$ cat src/rtl/fetch_stage.sv
// Instruction-fetch stage: owns the PC, drives instruction memory and holds the IF/ID register.
// Priority per edge: branch redirect > freeze > flush > normal fetch.
module fetch_stage #(
  parameter int unsigned         ADDR_W   = 32,
  parameter int unsigned         INSTR_W  = 32,
  parameter logic [ADDR_W-1:0]   RESET_PC = '0
) (
  input  logic               clk,
  input  logic               rst,
  input  logic               freeze,
  input  logic               branch_taken,
  input  logic [ADDR_W-1:0]  branch_addr,
  input  logic               flush,
  output logic [ADDR_W-1:0]  imem_addr,
  input  logic [INSTR_W-1:0] imem_data,
  output logic [ADDR_W-1:0]  if_pc,
  output logic [INSTR_W-1:0] if_instr,
  output logic               if_valid,
  output logic [31:0]        fetch_count
);

  localparam logic [ADDR_W-1:0] ALIGN_MASK = ~ADDR_W'(3);

  logic [ADDR_W-1:0]  pc_q, pc_d;
  logic [ADDR_W-1:0]  if_pc_q, if_pc_d;
  logic [INSTR_W-1:0] if_instr_q, if_instr_d;
  logic               if_valid_q, if_valid_d;
  logic [31:0]        fetch_count_q, fetch_count_d;
  logic [ADDR_W-1:0]  pc_plus4;

  assign pc_plus4 = pc_q + ADDR_W'(4);

  always_comb begin
    pc_d          = pc_q;
    if_pc_d       = if_pc_q;
    if_instr_d    = if_instr_q;
    if_valid_d    = if_valid_q;
    fetch_count_d = fetch_count_q;

    if (branch_taken) begin
      // Low address bits are masked so the PC stays word aligned.
      pc_d       = branch_addr & ALIGN_MASK;
      if_pc_d    = '0;
      if_instr_d = '0;
      if_valid_d = 1'b0;
    end else if (freeze) begin
      pc_d = pc_q;
    end else if (flush) begin
      pc_d       = pc_plus4;
      if_pc_d    = '0;
      if_instr_d = '0;
      if_valid_d = 1'b0;
    end else begin
      pc_d          = pc_plus4;
      if_pc_d       = pc_plus4;
      if_instr_d    = imem_data;
      if_valid_d    = 1'b1;
      fetch_count_d = fetch_count_q + 32'd1;
    end
  end

  always_ff @(posedge clk or posedge rst) begin
    if (rst) begin
      pc_q          <= RESET_PC & ALIGN_MASK;
      if_pc_q       <= '0;
      if_instr_q    <= '0;
      if_valid_q    <= 1'b0;
      fetch_count_q <= '0;
    end else begin
      pc_q          <= pc_d;
      if_pc_q       <= if_pc_d;
      if_instr_q    <= if_instr_d;
      if_valid_q    <= if_valid_d;
      fetch_count_q <= fetch_count_d;
    end
  end

  assign imem_addr   = pc_q;
  assign if_pc       = if_pc_q;
  assign if_instr    = if_instr_q;
  assign if_valid    = if_valid_q;
  assign fetch_count = fetch_count_q;

endmodule
$ cat config.mk
export PLATFORM = sky130hd
export DESIGN_NAME = fetch_stage
export DESIGN_NICKNAME = d
export VERILOG_FILES = /design/src/rtl/fetch_stage.sv
export SDC_FILE = /design/constraint.sdc
export NUM_CORES = 1
export LEC_CHECK = 0
export ABC_AREA = 1
export CELL_PAD_IN_SITES_DETAIL_PLACEMENT = 0
export CELL_PAD_IN_SITES_GLOBAL_PLACEMENT = 2
export CORE_UTILIZATION = 24
export DETAILED_ROUTE_END_ITERATION = 8
export PLACE_DENSITY = 0.75
export SETUP_SLACK_MARGIN = 0.02
export SYNTH_ARGS = -nofsm -noshare
export SYNTH_HDL_FRONTEND = slang
export SYNTH_SLANG_ARGS = --single-unit
$ cat constraint.sdc
create_clock -name clk -period 4.2 [get_ports clk]
set_input_delay 1.05 -clock clk [delete_from_list [all_inputs] [get_ports clk]]
set_output_delay 1.05 -clock clk [all_outputs]
set_load 0.05 [all_outputs]
Word-level counts from Yosys, hierarchy flattened
Index checks and enable logic that the tools add are counted.

Output and inout bits: 129. Register bits after elaboration: 129. Input port bits: 69.

Reductions and logical operators: 1. Eq/ne operators: 1. $add $sub $neg: 2. Bitwise gates (word level): 3. Muxes and demuxes: 11.

Operator list (count): $mux W32 (8); $add A32 B1 Y32 const B (1); $add A32 B3 Y32 const B (1); $mux W1 (3); $not A1 Y1 (3); $reduce_and A3 Y1 (1); $ne A2 B1 Y1 const B (1).

Depth between registers and ports, before layout
Gate-level depths: netlist of the first run.

Word-level depth: 4. Depth in mapped cells: 10. Mapped depth without buffers: 10.

Worst setup path after synthesis of the first run
Ideal clock, no wire load.

Path type: input port to flip-flop. Start point: input port branch_taken. End point: register fetch_count_q[24] (netlist: fetch_count[24]). Stages on the path: 7. Setup time: 142 ps. Setup slack: 2197 ps. Arrival time: 1861 ps. Path through: nor2_2 -> nand2_4 -> nor2_4 -> nand2_1 -> nor2_1 -> nand2_1 -> xnor2_1.

Cells in the longest elaborated chain, start to end: 2.

Ends and longest elaborated chain: start: declaration (RTL line 11) `input logic branch_taken,`; $not A1 Y1 (no source line); $reduce_and A3 Y1 (no source line); end signal: assignment (RTL line 74) `fetch_count_q <= fetch_count_d;`; end: declaration (RTL line 28) `logic [31:0] fetch_count_q, fetch_count_d;`.

No other way between the ends. A chain may end at the register's enable or synchronous reset.

Final worst setup path of the first run
Start point: register pc_q[10] (netlist: imem_addr[10]). End point: output port imem_addr[10].

RTL lines: start: declaration (RTL line 24) `logic [ADDR_W-1:0] pc_q, pc_d;`; start signal: assignment (RTL line 64) `pc_q <= RESET_PC & ALIGN_MASK;`; start signal: assignment (RTL line 70) `pc_q <= pc_d;`; end: declaration (RTL line 14) `output logic [ADDR_W-1:0] imem_addr,`.

No word-level cell between the ends.

==> results of run 1 <==
[metrics by stage]
| step | hold WS (ns) | instance area, um^2 | cells |
|---|---|---|---|
| floorplan | 0.742 | 6370 | 795 |
| global placement | 0.455 | 8680 | 1306 |
| detailed placement | 0.463 | 8680 | 1306 |
| CTS | 0.476 | 9190 | 1337 |
| global route | 0.495 | 9190 | 1337 |
| finish | 0.471 | 9190 | 1337 |
[cell type report]
class	instances	area share, %
sequential	126	34.3
multi-input combinational	559	30.2
clock inverter	12	0.817
inverter	84	3.47
tap	335	4.56
clock buffer	19	4.71
timing repair buffer	202	21.9
[logic make-up (layout without fill, tap and decap cells)]
logic type,after synthesis,in the layout,synth area share (%)
flops,126,126,49.5
xor+xnor,32,32,4.64
compound gates,81,81,8.88
other cells,1,2,0.0589
buf+inv,110,317,6.96
simple gates,442,442,29.6
fa+ha+maj,2,2,0.393
[path summary, 6_finish.rpt]
check | start | to | slack [ns] | cells after the start
worst max-delay path | imem_addr[10] | imem_addr[10] | 1.35 | 1
worst min-delay path | if_valid | if_valid | 0.47 | 2
worst max register to register | imem_addr[2] | if_pc[24] | 2.42 | 8
worst min register to register | if_valid | if_valid | 0.47 | 2
max in group asynchronous | rst | if_instr[30] | 2.34 | 3
min in group asynchronous | rst | fetch_count[27] | 1.06 | 2
[synthesized netlist by cell type, drive strengths merged (3+ instances only)]
master / number
nand3: 49
buf: 19
dfrtp: 126
nor2: 88
xor2: 21
inv: 83
xnor2: 11
nand2: 292
o21ai: 34
clkbuf: 7
nand4: 9
o22ai: 3
a22o: 38
[routing by layer]
layer	up-vias	wire, um	GRT usage [%]
li1	2892	-	-
met1	2687	10100	21.6
met2	154	9600	25.6
met3	12	1580	5.37
met5	-	0	0
met4	0	261	4.63
[state kept, by name (all words and copies together), names as in the netlist]
register and cells:
fetch_count 32, if_instr 32, if_pc 31, imem_addr 30, if_valid 1
[power by group]
part	switching, mW	internal (mW)
Combinational	0.538	0.280
Sequential	0.112	1.30
Clock	0.570	0.743
Total	1.22	2.32
==> results.txt, run 1 <==
- The flow ran to the end, and the final reports show no timing, DRC or antenna violations.
* Worst path bufs/invs: 1
- Worst setup timing slack at the placement stage: 0.976 ns
- Max IR drop VDD: 0.187 mV
* Largest stage delay, worst path: 0.86 ns
- Yosys synthesis warning count: 0
- Fraction of registers with async set or reset after synthesis: 100%
* Clock Latency Late Sink: 0.42 ns
- Setup violations remaining at the end of the flow were counted as 0.
* Final layout net count: 1061
- The first routing iteration left 266 violations.
- Setup Fix Bufs, Post-CTS: 0
- Power per cell area: 385 mW/mm^2
- The worst pin sits at a relative slew slack of 39.9%.
- Across the run, the number of max-cap violations was 0.
- Kind of start point of the critical path: flip-flop
- Summed over all layers, the routed wires come to 21500 um.
- Post-route fraction of the period consumed by the critical path: 67.8%
- At the pin with the least slew margin, the transition time is 0.902 ns.
- In the final layout, the share of cells above drive strength 1 is 6.49%.
- The tree is rooted in a sky130_fd_sc_hd__clkbuf_16.
* HPWL after detailed placement: 15600 um
- The detailed router placed 5745 vias in this run.
* Highest-count cells in the layout ignoring fill and taps: sky130_fd_sc_hd__nand2_1, sky130_fd_sc_hd__clkdlybuf4s50_1, sky130_fd_sc_hd__dfrtp_1
- Final period demand of the worst path: 2.85 ns
* Synthesized netlist cell count: 794
* Die boundary width: 165 um
- Arrival time at the worst endpoint: 1.80 ns
- Tot GR Track Use: 16.4%
- # rows: 59
- The die is 165 um tall.
* Maximum number of pins on one net before global-route repair: 78
- Starting utilization of the core area: 24.4%
* Number of unique standard cell types used by synthesis: 34
- STA classifies the critical path endpoint as an output port.
- End-of-flow core utilization: 35.3%
* Clock skew after layout: 0.0135 ns
- After global routing the overflow that remains totals 0.
- Compared with the post-synthesis result, the final layout area differs by 44.4%.
- In this run the count of I/O pins placed on the die edge is 198.
* Worst setup path category: reg -> out
- H-tree depth: 4
- Worst path cell trace: clkdlybuf4s50_1
- Buffers inserted to repair hold after CTS numbered 0.
* Top cell family by delay on the critical path: buffers and inverters
- In the final layout, flip-flops and latches occupy 0.00315 mm^2.
- Yosys attributes the largest share of cell area to sky130_fd_sc_hd__dfrtp_1, sky130_fd_sc_hd__nand2_1, sky130_fd_sc_hd__a22o_1.
* Drt pass-1 iters: 4
- Fmax: 0.351 GHz
- The number of pins exceeding their max-slew limit in the final report is 0.
* Count of final hold-check violations: 0
- In the final layout, the multi-input gates occupy 0.00278 mm^2.
- In this run, post-CTS repair resized a total of 0 instances.
- Unrepaired setup endpoints after global routing: false
* Number of sinks handled by clock tree synthesis: 126
- In this run the mean area of a mapped cell was 8.02 um^2.
- TNS Setup: 0 ns
* Fillers: 2755
* Cell taking the most area after synthesis: sky130_fd_sc_hd__dfrtp_1
- Clock tree buffer depth: 2
* Avg Vias per Cell: 4.30
- Post-route total power: 3.54 mW
- The library cell used most frequently in the layout, excluding fill and tap cells, is sky130_fd_sc_hd__nand2_1.
- Post-route ant nets: 0
- Number of global-route vias before repair: 5799
- Routed wire per std cell: 16.1 um
* Netlist Area Pre-Place: 0.00637 mm^2
- The floorplan step defined a die boundary enclosing 0.0272 mm^2.
* Count of port buffers added during placement: 193
- TritonCTS built the clock tree.
* Prevailing post-synth register cell: sky130_fd_sc_hd__dfrtp_1
- Clock transition at the registers of the reported paths: 0.05 ns
- Core area: 0.0261 mm^2
- Counting flops with a built-in enable in the synthesized netlist gives 0.
- Highest-delay cell along the critical path: sky130_fd_sc_hd__clkdlybuf4s50_1
- The share of synthesized area in the top cell type comes to 49.5%.
- The tightest min-delay check is of the reg -> reg type.
- Portion of the post-synthesis area used by sequential elements: 49.5%
- Slack of the critical path: 1.35 ns
- Worst endpoint required time: 3.15 ns
- Synthesized flop and latch total: 126
- Wire length of the first global-routing pass: 33400 um
- CTS Buf Count: 17
* Leakage power total: 4.23 nW
- The initial antenna violation count came to 0.
- Final estimated routing congestion in global placement: 0.766
* Critical path peak fanout: 5
- In the routed design, unresolved DRC markers number 0.
- The number of antenna diodes in the final layout is 0.
(Power assumes the default switching activity.)
==> inputs of run 2 (changes only) <==
--- a/config.mk
+++ b/config.mk
@@ -8,9 +8,9 @@
 export ABC_AREA = 1
 export CELL_PAD_IN_SITES_DETAIL_PLACEMENT = 0
 export CELL_PAD_IN_SITES_GLOBAL_PLACEMENT = 2
-export CORE_UTILIZATION = 24
+export CORE_UTILIZATION = 26
 export DETAILED_ROUTE_END_ITERATION = 8
-export PLACE_DENSITY = 0.75
+export PLACE_DENSITY = 0.77
 export SETUP_SLACK_MARGIN = 0.02
 export SYNTH_ARGS = -nofsm -noshare
 export SYNTH_HDL_FRONTEND = slang
==> constraint.sdc (replaced) <==
create_clock -name clk -period 2.8 [get_ports clk]
set_input_delay 0.7 -clock clk [delete_from_list [all_inputs] [get_ports clk]]
set_output_delay 0.7 -clock clk [all_outputs]
set_load 0.05 [all_outputs]
==> results.txt, run 2 (synthesized netlist as in run 1, its figures left out) <==
* Worst path bufs/invs: 1
- Hold repair after CTS inserted 0 buffers.
* H-tree depth: 4
* Clock skew after layout: 0.0105 ns
- At the end of routability-driven placement, the weighted congestion stood at 0.795.
- TNS Setup: 0 ns
- The longest clock path from root to sink contains 2 buffers.
* Worst path cell trace: clkdlybuf4s50_1
* Root Buffer Master: sky130_fd_sc_hd__clkbuf_16
- Avg Vias per Cell: 4.37
- Net switching power figure: 1.84 mW
- Compared with the post-synthesis result, the final layout area differs by 45.9%.
- End-of-flow core utilization: 39.1%
- The initial utilization of the core area, before any placement, comes to 26.8%.
- Max IR drop VDD: 0.313 mV
- For this run, the post-layout net count is 1065.
- Final period demand of the worst path: 2.52 ns
* Largest stage delay, worst path: 0.91 ns
- HPWL after detailed placement: 15400 um
- Unrepaired setup endpoints after global routing: false
- 198 I/O pins were placed.
* Setup violators final: 0
- The core region is 0.0238 mm^2.
- Count of port buffers added during placement: 193
- Slack of the critical path: 0.278 ns
- The tree built by TritonCTS fans out to 126 sinks.
* Clock transition at the registers of the reported paths: 0.06 ns
- In this run the vertical extent of the chip is 158 um.
- Arrival time at the worst endpoint: 1.82 ns
- First-iteration detailed-routing DRC count: 250
* Worst endpoint required time: 2.10 ns
- Total overflow reported by the global router: 0
- Slew Limit Headroom: 60.8%
- For this run, the top clock speed supported by timing is 0.396 GHz.
- Number of global-route vias before repair: 5845
- Post-route non-filler standard cell count: 1326
- Summed over all layers, the routed wires come to 20800 um.
* Tot GR Track Use: 17.5%
- Highest-delay cell along the critical path: sky130_fd_sc_hd__clkdlybuf4s50_1
- The worst setup path is launched from a flip-flop.
- Part of the total power dissipated in combinational logic: 22.2%
- With fillers left out, the area of the finished cells amounts to 0.00929 mm^2.
- The post-route netlist has 7.15% of its cells at a drive strength greater than 1.
- Net switching is 33.3% of the power.
* Leakage power total: 4.29 nW
- Cell count after placement: 1294
* Maximum number of pins on one net before global-route repair: 58
* Count of final hold-check violations: 0
- Final count of pins violating max slew: 0
- Highest-count cells in the layout ignoring fill and taps: sky130_fd_sc_hd__nand2_1, sky130_fd_sc_hd__clkdlybuf4s50_1, sky130_fd_sc_hd__dfrtp_1
* Worst setup timing slack at the placement stage: 0.328 ns
- The floorplan step defined a die boundary enclosing 0.0251 mm^2.
* Power share of the sequential group: 38.1%
- At the pin with the least slew margin, the transition time is 0.585 ns.
- Count of vias placed by the detailed router: 5797
- Max-cap violations in this run came to 0.
* Die boundary width: 158 um
- Setup Fix Bufs, Post-CTS: 0
* Clock Latency Late Sink: 0.42 ns
* # diodes: 0
- Along the worst path, the maximum fanout reaches 5.
- STA classifies the critical path endpoint as an output port.
- Power per cell area: 596 mW/mm^2
- Routed wire per std cell: 15.7 um
- The clock network burns 39.7% of the power.
* Initial antenna violation count: 1
- CTS Buf Count: 17
- # rows: 56
- Outcome: complete, no violations
- DRC Markers: 0
- The first TritonRoute pass finished after 5 iterations.
- Post-route fraction of the period consumed by the critical path: 90.1%
- TritonCTS clock tree: done
* Post-route total power: 5.54 mW
* Fillers: 2503
- Worst hold path class: reg -> reg
- Wire length of the first global-routing pass: 32800 um
- Worst setup path category: reg -> out
- Total cell area at the placement stage: 0.00871 mm^2
- Once the clock tree was built, the resizer swapped 0 gates to a different size.
- Cell internal power was estimated by the tool at 3.69 mW.
- Post-Route Hold Slack: 0.475 ns
- The library cell used most frequently in the layout, excluding fill and tap cells, is sky130_fd_sc_hd__nand2_1.
- Top cell family by delay on the critical path: buffers and inverters
- Post-route ant nets: 0
-- run 2: routing by layer --
layer	share of wire, %	wire length, um	up-vias	GRT usage, %
met5	0.062	13	-	0
li1	-	-	2904	-
met2	46	9510	171	27.4
met1	45	9460	2707	22.5
met3	8.2	1700	13	6.42
met4	0.71	147	2	4.58
-- run 2: final timing paths --
path | start | endpoint | slack (ns) | depth (start not counted)
worst max-delay path | imem_addr[10] | imem_addr[10] | 0.28 | 1
worst min-delay path | if_pc[17] | if_pc[17] | 0.48 | 2
worst max register to register | imem_addr[2] | if_pc[24] | 0.97 | 8
worst min register to register | if_pc[17] | if_pc[17] | 0.48 | 2
max in group asynchronous | rst | if_instr[0] | 1.50 | 3
min in group asynchronous | rst | fetch_count[15] | 0.65 | 2
-- run 2: area by class of cell --
cell class	count	area [um^2]	area share, %
Inverter	84	319	3.43
Multi-Input combinational cell	559	2780	29.9
Tap cell	319	399	4.30
Clock buffer	21	480	5.17
Sequential cell	126	3150	33.9
Timing Repair Buffer	206	2050	22.1
Clock inverter	11	106	1.14
-- run 2: power by group through the flow --
stage                     clock, mW  sequential (mW)  combinational (mW)
after floorplan                   0             2.53               0.339
after global placement            0             2.14                1.24
after detailed placement          0             2.14                1.24
after CTS                      2.26             2.11                1.25
after global routing           2.34             2.13                1.32
final                          2.20             2.11                1.23
